`src/rtl/alu_seq_pkg.sv`:
```
// Shared ALU definitions: operand/function-code widths and the function-code map.
// Used by both the combinational alu and the alu_seq request sequencer.
package alu_seq_pkg;

    localparam int REG_DATA_WIDTH_DEF    = 16;
    localparam int ALU_CONTROL_WIDTH_DEF = 4;

    typedef enum logic [3:0] {
        OP_NOP = 4'b0000,
        OP_MUL = 4'b0001,
        OP_DIV = 4'b0010,
        OP_ROR = 4'b1000,
        OP_ROL = 4'b1001,
        OP_SLL = 4'b1010,
        OP_SLR = 4'b1011,
        OP_OR  = 4'b1100,
        OP_AND = 4'b1101,
        OP_SUB = 4'b1110,
        OP_ADD = 4'b1111
    } alu_op_e;

    // Codes wider than the defined map are never valid.
    function automatic logic op_is_valid(input int unsigned op);
        logic ok;
        ok = 1'b0;
        if (op < 16) begin
            case (op[3:0])
                OP_NOP, OP_MUL, OP_DIV, OP_ROR, OP_ROL, OP_SLL,
                OP_SLR, OP_OR, OP_AND, OP_SUB, OP_ADD: ok = 1'b1;
                default:                               ok = 1'b0;
            endcase
        end
        return ok;
    endfunction

endpackage

```
`src/rtl/alu_seq.sv`:
```
// Sequencer around a combinational ALU: IDLE accepts, EXEC drives the ALU one cycle, RESP presents.
// Latency: accept at edge N, result valid for the edge N+2 handshake; backpressure holds RESP, no buffering.
module alu_seq
    import alu_seq_pkg::*;
#(
    parameter int REG_DATA_WIDTH    = REG_DATA_WIDTH_DEF,
    parameter int ALU_CONTROL_WIDTH = ALU_CONTROL_WIDTH_DEF
) (
    input  logic                         clk,
    input  logic                         rst_n,
    input  logic                         in_valid,
    output logic                         in_ready,
    input  logic [ALU_CONTROL_WIDTH-1:0] in_op,
    input  logic [REG_DATA_WIDTH-1:0]    in_a,
    input  logic [REG_DATA_WIDTH-1:0]    in_b,
    output logic [REG_DATA_WIDTH-1:0]    alu_a,
    output logic [REG_DATA_WIDTH-1:0]    alu_b,
    output logic [ALU_CONTROL_WIDTH-1:0] alu_control,
    input  logic [REG_DATA_WIDTH-1:0]    alu_r,
    input  logic [REG_DATA_WIDTH-1:0]    alu_s,
    input  logic                         alu_exc,
    output logic                         out_valid,
    input  logic                         out_ready,
    output logic [REG_DATA_WIDTH-1:0]    result_lo,
    output logic [REG_DATA_WIDTH-1:0]    result_hi,
    output logic                         result_exc,
    output logic                         exc_sticky,
    input  logic                         exc_clr
);

    typedef enum logic [1:0] {
        IDLE = 2'd0,
        EXEC = 2'd1,
        RESP = 2'd2
    } state_e;

    state_e                       state;
    state_e                       state_nxt;
    logic [ALU_CONTROL_WIDTH-1:0] op_q;
    logic [REG_DATA_WIDTH-1:0]    a_q;
    logic [REG_DATA_WIDTH-1:0]    b_q;
    logic                         op_valid;
    logic                         cap_exc;

    assign op_valid = op_is_valid(32'(op_q));
    // An unknown function code is reported as an exception without consulting the ALU.
    assign cap_exc  = op_valid ? alu_exc : 1'b1;

    always_ff @(posedge clk or negedge rst_n) begin
        if (!rst_n) begin
            state <= IDLE;
        end else begin
            state <= state_nxt;
        end
    end

    always_comb begin
        state_nxt   = state;
        in_ready    = 1'b0;
        out_valid   = 1'b0;
        alu_a       = '0;
        alu_b       = '0;
        alu_control = '0;
        case (state)
            IDLE: begin
                in_ready = 1'b1;
                if (in_valid) begin
                    state_nxt = EXEC;
                end
            end
            EXEC: begin
                alu_a       = a_q;
                alu_b       = b_q;
                alu_control = op_valid ? op_q : '0;
                state_nxt   = RESP;
            end
            RESP: begin
                out_valid = 1'b1;
                if (out_ready) begin
                    state_nxt = IDLE;
                end
            end
            default: state_nxt = IDLE;
        endcase
    end

    always_ff @(posedge clk or negedge rst_n) begin
        if (!rst_n) begin
            op_q <= '0;
            a_q  <= '0;
            b_q  <= '0;
        end else if (state == IDLE && in_valid) begin
            op_q <= in_op;
            a_q  <= in_a;
            b_q  <= in_b;
        end
    end

    always_ff @(posedge clk or negedge rst_n) begin
        if (!rst_n) begin
            result_lo  <= '0;
            result_hi  <= '0;
            result_exc <= 1'b0;
        end else if (state == EXEC) begin
            result_lo  <= op_valid ? alu_r : '0;
            result_hi  <= op_valid ? alu_s : '0;
            result_exc <= cap_exc;
        end
    end

    // A capture of a new exception outranks a coincident clear.
    always_ff @(posedge clk or negedge rst_n) begin
        if (!rst_n) begin
            exc_sticky <= 1'b0;
        end else if (state == EXEC && cap_exc) begin
            exc_sticky <= 1'b1;
        end else if (exc_clr) begin
            exc_sticky <= 1'b0;
        end
    end

endmodule

```
`config.mk`:
```
export PLATFORM = sky130hd
export DESIGN_NAME = alu_seq
export DESIGN_NICKNAME = d
export VERILOG_FILES = /design/src/rtl/alu_seq_pkg.sv /design/src/rtl/alu_seq.sv
export SDC_FILE = /design/constraint.sdc
export NUM_CORES = 1
export LEC_CHECK = 0
export BUFFER_PORTS_ARGS = -buffer_cell sky130_fd_sc_hd__buf_2
export CAP_MARGIN = 20
export CORE_ASPECT_RATIO = 0.9
export CORE_MARGIN = 2
export CORE_UTILIZATION = 50
export CTS_BUF_LIST = sky130_fd_sc_hd__clkbuf_16
export DETAILED_ROUTE_END_ITERATION = 10
export PLACE_DENSITY = 0.84
export SLEW_MARGIN = 0
export SYNTH_ARGS = -nofsm -noshare
export SYNTH_HDL_FRONTEND = slang
export SYNTH_SLANG_ARGS = --single-unit
```
`constraint.sdc`:
```
create_clock -name clk -period 4.1 [get_ports clk]
set_clock_uncertainty 0.15 [all_clocks]
set_input_delay 0.205 -clock clk [delete_from_list [all_inputs] [get_ports clk]]
set_output_delay 0.205 -clock clk [all_outputs]
set_load 0.01 [all_outputs]
```
Word level (Yosys, flattened, before mapping)
Memories as Yosys holds them, arrays and structs flattened. Cells that the tools add are included.

Bits in registers: 72. Bits in latches: 0. Bits in writable memories: 0. Memory bits (read-only): 16. Bits of input ports: 74. Output and inout bits: 72. Memories: 1.

Memories: (name not given) (words 16, width 1, read ports 1, clocked after memory_dff 0, write ports 0, RTL line alu_seq_pkg.sv:27) `case (op[3:0])`.

$add $sub $neg: 0. Multipliers: 0. Div/mod/pow operators: 0. Magnitude comparators: 0. Eq/ne operators: 4. Shifts and indexed selects: 0. Multiplexer cells: 14. Bitwise logic cells: 0. Reduce and logical (&&, ||, !) cells: 5.

Operator list (count): 16-bit two-way mux (4); 4-bit two-way mux (2); 2-bit case mux with 3 select lines (1); 1-bit two-way mux (5); 2-bit two-way mux (2); 2-bit inequality test (second input constant) (2); 2-bit by 1-bit equality test with 1-bit output (second input constant) (1); 2-bit equality test (second input constant) (1); 1-bit logical AND (2); 2-bit zero test (1); 2-bit AND reduction (1); 2-bit nonzero test (1).

Logic depth before layout (Yosys ltp)
Gate-level depths: netlist of the first run. An unclocked memory read counts as a cell.

Depth after elaboration: 4. Mapped depth: 5.

Worst setup path after synthesis of the first run
Ideal clock, no wire load.

Kind: flip-flop to flip-flop. Start point: register state[0]. End point: register a_q[10]. Setup time: 0.125 ns. Arrival: 1.280 ns. Required time: 3.825 ns. Slack: 2.545 ns. Stages on the path, launching flop included: 6. Buffers on the path: 2. Clock period less this slack: 1.555 ns. Cell sequence: dfrtp_1 nor2_2 and2_4 buf_12 buf_12 mux2_4.

Word-level cells in the longest chain between the ends: 2.

RTL lines: start, declared (RTL line alu_seq.sv:37) `state_e state;`; start signal, assigned (RTL line alu_seq.sv:53) `state <= state_nxt;`; 2-bit zero test (RTL line alu_seq.sv:92) `end else if (state == IDLE && in_valid) begin`; 1-bit logical AND (RTL line alu_seq.sv:92); end signal, assigned (RTL line alu_seq.sv:94) `a_q <= in_a;`; end, declared (RTL line alu_seq.sv:40) `logic [REG_DATA_WIDTH-1:0] a_q;`.

No other way between the ends. A chain may end at the register's enable or synchronous reset.

Final worst setup path of the first run
Start point: register state[0]. End point: output alu_a[10].

Word-level cells in the longest chain between the ends: 2.

RTL lines: 2-bit by 1-bit equality test with 1-bit output (RTL line alu_seq.sv:64) `case (state)`; 16-bit two-way mux (RTL line alu_seq.sv:64); end, declared (RTL line alu_seq.sv:16) `output logic [REG_DATA_WIDTH-1:0] alu_a,`.

No other way between the ends.

==> results.json, run 1 <==
{
  "status": "completed",
  "grt_pass1_wl_um": 14260,
  "clk_latency_ps": 320,
  "rsz0062_at_grt": "false",
  "syn_area_um2": 3221,
  "post_cts_buffers": 0,
  "synthDistinctLibCells": 24,
  "start_util_pct": 52.09,
  "die-area_um2": 7100,
  "cp_max_fo": 50,
  "place_inst": 490,
  "slowest_stage": "nor2b_4",
  "synth-main-ff-cell": "dfrtp_1",
  "ir_drop_v": 0.0004578,
  "fin_util_pct": 79.62,
  "reg2regPathDepth": 4,
  "firstDrtPassIters": 4,
  "cts-buffers-inserted": 9,
  "grtUsageTotal_pct": 26.67,
  "layout.nets": 559,
  "setup_viol": 0,
  "cts_num_sinks": 72,
  "drive_gt1_share_pct": 41.02,
  "slew_headroom_pct": 36.59,
  "gp_congestion": 0.7268,
  "required_ps": 3740,
  "grt_pass1_vias": 3031,
  "drt-total-wl_um": 9025,
  "cts_buffer_depth": 2,
  "yosys.area.top_type_share_pct": 55.94,
  "synth_nets": 349,
  "fin_tns_setup_ps": 0,
  "whs_ps": 17.34,
  "ys_seq_area_share_pct": 55.94,
  "slew_viol_final": 0,
  "fillCellCount": 374,
  "synthCells": 275,
  "die_h_um": 80.14,
  "async_reset_ff_share_pct": 100.0,
  "grt_max_degree": 73,
  "ys_seq_elements": 72,
  "core_um2": 6182,
  "hold_class": "in2reg",
  "io-pin-count": 146,
  "synth.area.top_cells": "dfrtp_1 (56%), mux2_4 (14%), nand2_1 (7.7%)",
  "grt-ovfl-total": 0,
  "placementRows": 27,
  "synthTopCellsByCount": "dfrtp_1 (72), nand2_1 (66), a21oi_1 (33), and2_1 (33), mux2_4 (29)",
  "min_path_cells": 3,
  "cts_tree": "built",
  "power.total_mw": 3.367,
  "crit_path_start_kind": "register",
  "synth.most_common_cell": "dfrtp_1",
  "period_share_pct": 62.16,
  "worstSetupPathType": "reg2out",
  "drc_errors": 0,
  "fp.dieW_um": 88.60,
  "postCtsHoldBufs": 70,
  "clock.fmax_mhz": 392.4,
  "drt_first_iter_violations": 81,
  "dpl_cell_area_um2": 3911,
  "p_leak_nw": 2.562,
  "cts_resized": 0,
  "area.growth.synth_to_final_pct": 52.84,
  "port_buffers": 145,
  "fin_crit_ps": 2548,
  "critPathArrivalTime_ps": 2190,
  "finalHoldViolCount": 0,
  "root_buffer": "clkbuf_16",
  "synth_edf_count": 0,
  "final.setup.worst_slack_ps": 1552,
  "worstMarginPinSlew_ps": 949.2,
  "viasPerCell": 4.888,
  "clk_pin_slew_ps": 50,
  "detail-route-antenna-nets": 0,
  "h-tree-depth": 3,
  "synth_area_leader_cell": "dfrtp_1",
  "synth_warnings": 0,
  "antenna_found_initial": 0,
  "max_stage_delay_ps": 810,
  "powerDensity_nw_per_um2": 684.0,
  "routedWlPerCell_um": 15.61,
  "final_cells": 578,
  "maxCapViolCount": 0,
  "vias": 2825,
  "finalInstanceArea_um2": 4922,
  "path_cells": "nor2b_4 -> buf_4 -> and2_1 -> buf_2",
  "worstSetupEndpointType": "primary output",
  "pre_cts_ws_ps": 1914,
  "hpwlAfterDp_um": 4764,
  "syn_area_per_cell_um2": 11.71
}
-- report_power, final --
| part | switching (mW) | internal (mW) |
|---|---|---|
| registers | 0.215 | 1.05 |
| clock network | 0.273 | 0.460 |
| logic | 0.662 | 0.706 |
-- per-layer routing --
metal	share of wire, %	track usage [%]
met5	0	0
met4	1.4	10.61
met3	6.1	6.269
met2	53	47.97
met1	39	30.28
-- sequential cells by signal, indices dropped and copies added, names as in the netlist --
| signal | flops |
|---|---|
| a_q | 16 |
| b_q | 16 |
| exc_sticky | 1 |
| op_q | 4 |
| result_exc | 1 |
| result_hi | 16 |
| result_lo | 16 |
| state | 2 |
-- worst max-delay path: cells and delay by family (launching register included) --
kind                   cells  cell delay (ps)
buffers and inverters      2              500
flip-flops                 1              410
AND/OR/NAND/NOR            2              970
-- logic make-up (layout without fill, tap and decap cells) --
logic type,after synthesis,after routing,synth area share [%]
AO/OA/AOI/OAI,37,37,6.216
buffers and inverters,21,236,5.478
flip-flops,72,72,55.94
multiplexers,36,36,15.97
other,0,1,0
AND/OR/NAND/NOR,109,109,16.40
-- final timing paths --
kind	from	to	slack [ps]
min	alu_s[11]	result_hi[11]	20
min in group asynchronous	rst_n	a_q[1]	390
min reg2reg	result_exc	result_exc	350
max reg2reg	state[0]	result_hi[11]	2010
max in group asynchronous	rst_n	b_q[10]	2830
max	state[0]	alu_a[10]	1550
-- cell type report --
type / count / area [um2] / area share, %
flip-flops and latches: 72 / 1802 / 36.60
repair buffers: 218 / 1471 / 29.89
multi-input cells: 182 / 1250 / 25.39
clock buffers: 9 / 225.2 / 4.575
well taps: 87 / 108.9 / 2.211
clock inverters: 7 / 55.05 / 1.118
inverters: 2 / 7.507 / 0.1525
diodes: 1 / 2.502 / 0.05084
-- cell usage in the layout (no fill, tap or decap), drive strengths merged --
| cell type | n |
|---|---|
| buf | 148 |
| dfrtp | 72 |
| dlygate4sd3 | 70 |
| nand2 | 66 |
| mux2 | 36 |
| and2 | 34 |
| a21oi | 33 |
| clkbuf | 9 |
| inv | 4 |
| clkinv | 4 |
| nor2 | 3 |
| o211a | 2 |
| diode | 1 |
| nor2b | 1 |
| and3 | 1 |
| or2b | 1 |
| nand2b | 1 |
| nor3 | 1 |
| o21ai | 1 |
| nand3b | 1 |
| a221o | 1 |
| bufinv | 1 |
No activity file was read; power rests on OpenSTA's default activity.
==> run 2: changes to the inputs <==
CORE_UTILIZATION = 47   (was 50)
PLACE_DENSITY = 0.8   (was 0.84)
clock period = 2.55 ns   (was 4.1 ns; I/O delays follow)
==> results.json, run 2 (synthesized netlist as in run 1, its figures left out) <==
{
  "viasPerCell": 4.709,
  "detail-route-antenna-nets": 0,
  "cts_resized": 0,
  "slowest_stage": "dlygate4sd3_1",
  "crit_path_start_kind": "register",
  "fin_tns_setup_ps": 0,
  "fin_crit_ps": 2118,
  "antenna_found_initial": 0,
  "whs_ps": 216.2,
  "path_cells": "nor2b_4 -> buf_4 -> a221o_1 -> dlygate4sd3_1",
  "layout_common_cells": "buf_2 (144), dfrtp_1 (72), dlygate4sd3_1 (72)",
  "grt_pass1_wl_um": 13850,
  "cp_num_buf_inv": 2,
  "powerDensity_nw_per_um2": 1117,
  "maxCapViolCount": 0,
  "root_buffer": "clkbuf_16",
  "drive_gt1_share_pct": 41.41,
  "status": "completed",
  "cts_tree": "built",
  "ir_drop_v": 0.0007962,
  "drc_errors": 0,
  "gp_congestion": 0.7630,
  "vias": 2755,
  "clk_latency_ps": 320,
  "drt-total-wl_um": 8838,
  "grt_max_degree": 73,
  "clock.fmax_mhz": 472.1,
  "diodes": 0,
  "max_stage_delay_ps": 550,
  "fp.dieW_um": 91.26,
  "critPathArrivalTime_ps": 2220,
  "setup_viol": 0,
  "cts_num_sinks": 72,
  "placementRows": 28,
  "start_util_pct": 48.64,
  "hp-start": "in_valid",
  "hpwlAfterDp_um": 4977,
  "drt_first_iter_violations": 123,
  "core_um2": 6621,
  "firstDrtPassIters": 5,
  "worstSetupEndpointType": "register",
  "period_share_pct": 83.06,
  "rsz0062_at_grt": "false",
  "slew_viol_final": 0,
  "required_ps": 2650,
  "worstMarginPinSlew_ps": 886.6,
  "hold_class": "in2reg",
  "grt-ovfl-total": 0,
  "grt_pass1_vias": 2930,
  "cts-buffers-inserted": 9,
  "routedWlPerCell_um": 15.11,
  "area.growth.synth_to_final_pct": 54.55,
  "die-area_um2": 7531,
  "mostFrequentLayoutCell": "buf_2",
  "layout.nets": 564,
  "grtUsageTotal_pct": 23.54,
  "startpoint": "state[0]",
  "slew_headroom_pct": 40.89,
  "r2r_slack_ps": 430,
  "io-pin-count": 146,
  "h-tree-depth": 3,
  "port_buffers": 145,
  "clk_pin_slew_ps": 60,
  "worstSetupPathType": "reg2reg",
  "cts_buffer_depth": 2,
  "die_h_um": 82.53,
  "finalHoldViolCount": 0,
  "p_leak_nw": 2.578,
  "r2r_start": "state[0]",
  "path_delay_family": "buffers and inverters",
  "cp_max_fo": 25
}
## run 2: path summary, 6_finish.rpt
| kind | to | cells past startpoint |
|---|---|---|
| max in group asynchronous | a_q[11] | 2 |
| max reg2reg | exc_sticky | 4 |
| min reg2reg | a_q[3] | 1 |
| min in group asynchronous | a_q[1] | 2 |
| min | state[0] | 2 |
| max | exc_sticky | 4 |
## run 2: worst reg2reg max path, delay by kind of cell (launching register included)
family	cells	cell delay (ps)
AND/OR/NAND/NOR	1	470
flip-flops	1	400
AO/OA/AOI/OAI	1	170
buffers and inverters	2	870
## run 2: area by class of cell
type | instances | area [um2]
clock buffer | 9 | 225.2
clock inverter | 7 | 86.33
fill | 419 | 1644
inverter | 2 | 7.507
multi-input combinational | 182 | 1250
sequential | 72 | 1802
tap | 90 | 112.6
timing repair buffer | 223 | 1494
## run 2: stage by stage
stage          cells  power [mW]  utilization (%)  area (um2)  setup slack (ps)
2_1_floorplan    275       3.459                -        3221             995.1
3_3_place_gp     497       4.014            59.58        3945             788.8
3_5_place_dp     497       4.106            59.58        3945             717.0
4_1_cts          585       5.531            75.17        4977             449.7
5_1_grt          585       5.896            75.17        4977             345.7
6_report         585       5.562            75.17        4977             432.0
## run 2: where the power goes
| group | internal, mW | switching, mW |
|---|---|---|
| logic | 1.15 | 1.08 |
| clock network | 0.846 | 0.455 |
| registers | 1.69 | 0.344 |
| total | 3.69 | 1.88 |
## run 2: repair_timing
action                    4_1_cts  5_1_grt
hold buffers                   72        0
hold endpoints to repair      143        0
setup buffers                   0        0
## run 2: per-layer routing
metal / vias up / wire [um] / track usage (%)
met3: 18 / 543 / 6.806
met2: 113 / 4524 / 43.19
met4: 0 / 141 / 6.818
met5: - / 0 / 0
met1: 1301 / 3629 / 27.30
li1: 1323 / - / -
